===== config.mk =====
export PLATFORM = sky130hd
export DESIGN_NAME = prga_flat
export DESIGN_NICKNAME = d
export VERILOG_FILES = /design/src/rtl/prga_if.sv /design/src/rtl/prga.sv /design/src/flat_wrapper.sv
export SDC_FILE = /design/constraint.sdc
export NUM_CORES = 1
export LEC_CHECK = 0
export ABC_AREA = 1
export BUFFER_PORTS_ARGS = -buffer_cell sky130_fd_sc_hd__buf_2
export CORE_MARGIN = 2
export CORE_UTILIZATION = 40
export CTS_CLUSTER_DIAMETER = 30
export CTS_CLUSTER_SIZE = 16
export DETAILED_ROUTE_END_ITERATION = 10
export GPL_TIMING_DRIVEN = 0
export HOLD_SLACK_MARGIN = 0.15
export PLACE_DENSITY = 0.59
export SLEW_MARGIN = 20
export SYNTH_ARGS = -nofsm -noshare
export SYNTH_HDL_FRONTEND = slang
export SYNTH_SLANG_ARGS = --single-unit

===== constraint.sdc =====
create_clock -name clk -period 7.51 [get_ports clk]
set_input_delay 2.253 -clock clk [delete_from_list [all_inputs] [get_ports clk]]
set_output_delay 2.253 -clock clk [all_outputs]
set_load 0.02 [all_outputs]

===== src/rtl/prga_if.sv =====
// prga_if: start handshake plus the S, CT and PT memory ports of the ARC4 keystream engine.
// The slave side is the engine itself. The master side is the controller together with the memories.
interface prga_if;
  logic       en;
  logic       rdy;
  logic [7:0] s_addr;
  logic [7:0] s_rddata;
  logic [7:0] s_wrdata;
  logic       s_wren;
  logic [7:0] ct_addr;
  logic [7:0] ct_rddata;
  logic [7:0] pt_addr;
  logic [7:0] pt_wrdata;
  logic       pt_wren;

  modport master (
    output en, s_rddata, ct_rddata,
    input  rdy, s_addr, s_wrdata, s_wren, ct_addr, pt_addr, pt_wrdata, pt_wren
  );

  modport slave (
    input  en, s_rddata, ct_rddata,
    output rdy, s_addr, s_wrdata, s_wren, ct_addr, pt_addr, pt_wrdata, pt_wren
  );
endinterface


===== src/rtl/prga.sv =====
// prga: ARC4 keystream generator and decryptor. It reads length-prefixed ciphertext from CT and
// writes length-prefixed plaintext to PT, swapping S in place. One byte takes six states.
module prga (
  input  logic  clk,
  input  logic  rst,
  prga_if.slave bus
);

  // state  | meaning
  // IDLE   | rdy=1, waiting for en
  // RD_LEN | present ct_addr 0
  // LEN    | latch L, write it to pt[0]
  // RD_SI  | advance i, read s[i]
  // RD_SJ  | latch si, advance j, read s[j]
  // WR_SI  | latch sj, write s[i]=sj
  // WR_SJ  | write s[j]=si
  // RD_PAD | read s[si+sj] and ct[k]
  // WR_PT  | write pt[k] = pad ^ ct[k], loop or finish
  typedef enum logic [3:0] {
    IDLE, RD_LEN, LEN, RD_SI, RD_SJ, WR_SI, WR_SJ, RD_PAD, WR_PT
  } state_t;

  state_t     state_q, state_d;
  logic [7:0] i_q, i_d;
  logic [7:0] j_q, j_d;
  logic [7:0] k_q, k_d;
  logic [7:0] len_q, len_d;
  logic [7:0] si_q, si_d;
  logic [7:0] sj_q, sj_d;

  logic       rdy;
  logic [7:0] s_addr;
  logic [7:0] s_wrdata;
  logic       s_wren;
  logic [7:0] ct_addr;
  logic [7:0] pt_addr;
  logic [7:0] pt_wrdata;
  logic       pt_wren;

  // Read data is consumed in the cycle it arrives. The port outputs therefore decode state_q
  // and the read data combinationally, and they go to zero with the asynchronous reset.
  always_comb begin
    state_d   = state_q;
    i_d       = i_q;
    j_d       = j_q;
    k_d       = k_q;
    len_d     = len_q;
    si_d      = si_q;
    sj_d      = sj_q;
    rdy       = 1'b0;
    s_addr    = 8'd0;
    s_wrdata  = 8'd0;
    s_wren    = 1'b0;
    ct_addr   = 8'd0;
    pt_addr   = 8'd0;
    pt_wrdata = 8'd0;
    pt_wren   = 1'b0;

    case (state_q)
      IDLE: begin
        rdy = 1'b1;
        if (bus.en) begin
          i_d     = 8'd0;
          j_d     = 8'd0;
          k_d     = 8'd0;
          state_d = RD_LEN;
        end
      end
      RD_LEN: begin
        ct_addr = 8'd0;
        state_d = LEN;
      end
      LEN: begin
        len_d     = bus.ct_rddata;
        pt_addr   = 8'd0;
        pt_wrdata = bus.ct_rddata;
        pt_wren   = 1'b1;
        k_d       = 8'd1;
        state_d   = (bus.ct_rddata == 8'd0) ? IDLE : RD_SI;
      end
      RD_SI: begin
        i_d     = i_q + 8'd1;
        s_addr  = i_q + 8'd1;
        state_d = RD_SJ;
      end
      RD_SJ: begin
        si_d    = bus.s_rddata;
        j_d     = j_q + bus.s_rddata;
        s_addr  = j_q + bus.s_rddata;
        state_d = WR_SI;
      end
      WR_SI: begin
        sj_d     = bus.s_rddata;
        s_addr   = i_q;
        s_wrdata = bus.s_rddata;
        s_wren   = 1'b1;
        state_d  = WR_SJ;
      end
      WR_SJ: begin
        s_addr   = j_q;
        s_wrdata = si_q;
        s_wren   = 1'b1;
        state_d  = RD_PAD;
      end
      RD_PAD: begin
        s_addr  = si_q + sj_q;
        ct_addr = k_q;
        state_d = WR_PT;
      end
      WR_PT: begin
        pt_addr   = k_q;
        pt_wrdata = bus.s_rddata ^ bus.ct_rddata;
        pt_wren   = 1'b1;
        if (k_q == len_q) begin
          state_d = IDLE;
        end else begin
          k_d     = k_q + 8'd1;
          state_d = RD_SI;
        end
      end
      default: state_d = IDLE;
    endcase
  end

  always_ff @(posedge clk or posedge rst) begin
    if (rst) begin
      state_q <= IDLE;
      i_q     <= 8'd0;
      j_q     <= 8'd0;
      k_q     <= 8'd0;
      len_q   <= 8'd0;
      si_q    <= 8'd0;
      sj_q    <= 8'd0;
    end else begin
      state_q <= state_d;
      i_q     <= i_d;
      j_q     <= j_d;
      k_q     <= k_d;
      len_q   <= len_d;
      si_q    <= si_d;
      sj_q    <= sj_d;
    end
  end

  assign bus.rdy       = rdy;
  assign bus.s_addr    = s_addr;
  assign bus.s_wrdata  = s_wrdata;
  assign bus.s_wren    = s_wren;
  assign bus.ct_addr   = ct_addr;
  assign bus.pt_addr   = pt_addr;
  assign bus.pt_wrdata = pt_wrdata;
  assign bus.pt_wren   = pt_wren;

endmodule


===== src/flat_wrapper.sv =====
// flat-port wrapper written by rule: the top's interface ports become plain ports
module prga_flat 
  (clk, rst, bus_en, bus_s_rddata, bus_ct_rddata, bus_rdy, bus_s_addr, bus_s_wrdata, bus_s_wren, bus_ct_addr, bus_pt_addr, bus_pt_wrdata, bus_pt_wren);
  prga_if bus_i ();
  input  logic clk;
  input  logic rst;
  input wire logic [$bits(bus_i.en)-1:0] bus_en;
  input wire logic [$bits(bus_i.s_rddata)-1:0] bus_s_rddata;
  input wire logic [$bits(bus_i.ct_rddata)-1:0] bus_ct_rddata;
  output wire logic [$bits(bus_i.rdy)-1:0] bus_rdy;
  output wire logic [$bits(bus_i.s_addr)-1:0] bus_s_addr;
  output wire logic [$bits(bus_i.s_wrdata)-1:0] bus_s_wrdata;
  output wire logic [$bits(bus_i.s_wren)-1:0] bus_s_wren;
  output wire logic [$bits(bus_i.ct_addr)-1:0] bus_ct_addr;
  output wire logic [$bits(bus_i.pt_addr)-1:0] bus_pt_addr;
  output wire logic [$bits(bus_i.pt_wrdata)-1:0] bus_pt_wrdata;
  output wire logic [$bits(bus_i.pt_wren)-1:0] bus_pt_wren;
  assign bus_i.en = bus_en;
  assign bus_i.s_rddata = bus_s_rddata;
  assign bus_i.ct_rddata = bus_ct_rddata;
  assign bus_rdy = bus_i.rdy;
  assign bus_s_addr = bus_i.s_addr;
  assign bus_s_wrdata = bus_i.s_wrdata;
  assign bus_s_wren = bus_i.s_wren;
  assign bus_ct_addr = bus_i.ct_addr;
  assign bus_pt_addr = bus_i.pt_addr;
  assign bus_pt_wrdata = bus_i.pt_wrdata;
  assign bus_pt_wren = bus_i.pt_wren;
  prga u_core (.clk(clk), .rst(rst), .bus(bus_i));
endmodule

==> flow_summary_export.csv <==
group,metric,value,unit
status,status,"finished, final reports clean",
grt,grt_overflow_total,0,
clock_network,htree_levels,2,
routing,ant_nets,0,
timing,rsz0062_at_grt,"no",
timing,finalSetupViolCount,0,
timing,fin_crit,6065,ps
job,maxCapViolCount,0,
clock_network,cts_sinks,52,
synthesis,synthXorXnorAreaFrac,2.405,%
synthesis,synthSimpleGateAreaFrac,32.30,%
grt,grt_util_met2,37.27,%
cells_and_area,nFillCells,937,
timing,fmax,164.9,MHz
die,fp.coreArea,8763,um2
synthesis,synth_flop_cell,"dfrtp_1",
worst_setup_path,endpoint_kind,"output pin",
min_path,min_from,"u_core.sj_q[2]",
die,die-area,9881,um2
worst_setup_path,critPathMaxFanout,4,
synthesis,syn_nets,569,
synthesis,synth_top_family_by_area,"simple AND/OR/NAND/NOR gates",
synthesis,synth-seq-cells,52,
placement,gp_congestion,0.8623,
power_and_ir_drop,leakagePower,0.002303,uW
clock_network,cts_root_buf,"clkbuf_8",
timing,setup_tns,0,ps
timing,worst_slew_pin_slew,677.6,ps
cells_and_area,syn2layout_area_growth,16.53,%
timing,report.final.hold_viol_count,0,
worst_setup_path,cp.required,5260,ps
worst_setup_path,crit-reg2reg-launch,"u_core.j_q[0]",
routing,post_drt_wl_per_cell,14.33,um
routing,drt_pre_antenna_iters,5,
synthesis,avgSynthCellArea,6.844,um2
die,initial_core_util,41.55,%
min_path,hp-class,"register to register",
clock_network,clk_pin_slew,100,ps
die,die_x,99.41,um
synthesis,synthMuxAreaShare,0,%
clock_network,clock_path_buffers,2,
grt,grt_usage,21.21,%
power_and_ir_drop,power,919.6,uW
power_and_ir_drop,ir_drop,164.0,uV
synthesis,synth-edff-count,0,
clock_network,cts_tree,"done",
routing,wl,10.16,mm
timing,period_share,80.76,%
grt,grt_pass1_wl,16.78,mm
clock_network,cts_buffers,5,
synthesis,synthArstFlopShare,100.0,%
synthesis,synth_common_cells,"148 x nand2_1, 79 x inv_1, 54 x o21ai_0",
grt,antenna_found_initial,0,
synthesis,yosysUniqueCellTypes,34,
timing,finClkSkew,5.087,ps
placement,place.detailed.hpwl,7.932,mm
grt,met3_usage,2.811,%
worst_setup_path,crit_end,"bus_s_addr[6]",
synthesis,yosysSeqAreaShare,35.74,%
worst_setup_path,cp-start-kind,"primary input",
grt,grt_pass1_vias,3412,
placement,portBuffers,61,
cells_and_area,drive_gt1_share,15.81,%
synthesis,post-synth-top-count-cell,"nand2_1",
die,rows,34,
synthesis,synth_fa_ha_area_share,6.598,%
synthesis,yosys.area.top_type,"dfrtp_1",
clock_network,postCtsHoldBufs,0,
worst_setup_path,r2r_cells,11,
clock_network,post_cts_resize_count,0,
grt,grtUsageMet1,28.40,%
clock_network,insertion_delay,310,ps
cells_and_area,antenna_cells,0,
grt,grt_max_degree,53,
grt,top_usage_layer,"met2",
synthesis,synth_compound_area_share,12.68,%
routing,drtIter0Drc,229,
worst_setup_path,cp.arrival,3810,ps
worst_setup_path,critPathKind,"primary input to output pin",
routing,vias,3671,
synthesis,netlist.area_leader.share,35.74,%
cells_and_area,finalNetCount,637,
clock_network,post_cts.repair.setup_buffers,0,
worst_setup_path,r2r_setup_slack,5710,ps
die,ioPinCount,62,
worst_setup_path,worstReg2RegEnd,"u_core.j_q[6]",
synthesis,syn_area,3641,um2
synthesis,synthTopCellsByArea,"dfrtp_1 36%, nand2_1 15%, inv_1 8.1%",
synthesis,syn_inst,532,
synthesis,ys_warn_count,0,
routing,viasPerCell,5.178,
timing,final_max_slew_viol_count,0,
timing,slew_headroom,54.83,%
power_and_ir_drop,p_per_area,216.8,nW/um2
worst_setup_path,startpoint,"bus_s_rddata[0]",
routing,drcViolationCount,0,
die,dieHeight,99.41,um
[how the worst min path moves through the flow]
stage / endpoint / slack, ps / cells past startpoint
2_1_floorplan: u_core.sj_q[0] / 460 / 2
3_3_place_gp: u_core.sj_q[2] / 470 / 2
3_5_place_dp: u_core.sj_q[2] / 480 / 2
4_1_cts: u_core.sj_q[2] / 500 / 2
5_1_grt: u_core.sj_q[5] / 540 / 2
6_report: u_core.sj_q[2] / 500 / 2
[logic make-up (layout without fill, tap and decap cells)]
logic type / count (synthesis) / count (layout)
flops: 52 / 52
simple gates: 272 / 272
fa+ha+maj: 18 / 18
buf+inv: 94 / 163
xor+xnor: 10 / 10
compound gates: 86 / 86
[metal layers]
layer | share of wire (%) | up-vias | wire length (um)
met2 | 48 | 86 | 4905
met4 | 1.0 | 0 | 102
met1 | 47 | 1731 | 4731
li1 | - | 1845 | -
met3 | 4.1 | 9 | 418
met5 | 0 | - | 0
[power breakdown]
part | total, uW | switching (uW) | internal (uW)
clock network | 268 | 102 | 167
logic | 326 | 205 | 121
registers | 326 | 18.4 | 307
[area by class of cell]
class / instances / area, um2 / area share, %
Multi-Input combinational cell: 386 / 1966 / 46.33
Sequential cell: 52 / 1301 / 30.67
Inverter: 82 / 312.8 / 7.372
Timing Repair Buffer: 61 / 305.3 / 7.196
Tap cell: 108 / 135.1 / 3.185
Clock inverter: 3 / 90.09 / 2.123
Clock buffer: 5 / 68.82 / 1.622
Buffer: 12 / 63.81 / 1.504
[placed cells by master (no fill, tap or decap)]
master,count
nand2_1,148
inv_1,78
buf_2,66
o21ai_0,54
dfrtp_1,52
nand3_1,51
nor2_1,46
a21oi_1,18
ha_1,16
nand4_1,8
o22ai_1,7
xnor2_1,7
clkbuf_8,5
nand2_4,4
clkbuf_1,4
or2_2,4
nor3_1,4
xor2_1,3
bufinv_16,3
nor2_2,2
nand3b_1,2
inv_2,2
inv_4,2
o211ai_1,2
fa_1,2
and2_4,1
o21bai_1,1
a31o_2,1
and2_1,1
clkbuf_2,1
nand3_2,1
buf_4,1
o21ai_1,1
buf_6,1
a32oi_1,1
o31ai_2,1
[critical path, stage by stage]
cell	delay (ps)
buf_2	130
ha_1	190
inv_1	60
fa_1	380
inv_1	80
nand3_1	70
nand2_1	120
nand3_1	110
nand2_1	70
nand2_1	40
nand3_1	80
nand3_1	70
buf_2	160
[flip-flops by register name (all words and copies together) (netlist names)]
signal / flops
u_core.i_q: 8
u_core.j_q: 8
u_core.k_q: 8
u_core.len_q: 8
u_core.si_q: 8
u_core.sj_q: 8
u_core.state_q: 4
[metrics by stage]
step                      utilization [%]  hold WS (ps)  cell area [um2]  worst slack, ps  instances
final                               48.42         503.6             4243             1445        709
after global routing                48.42         537.0             4243             1252        709
after CTS                           48.42         503.9             4243             1453        709
after detailed placement            46.60         477.4             4084             1456        701
after global placement              46.57         472.3             4081             1473        701
after floorplan                         -         455.5             3641             1791        532
No activity file was read; power rests on OpenSTA's default activity.
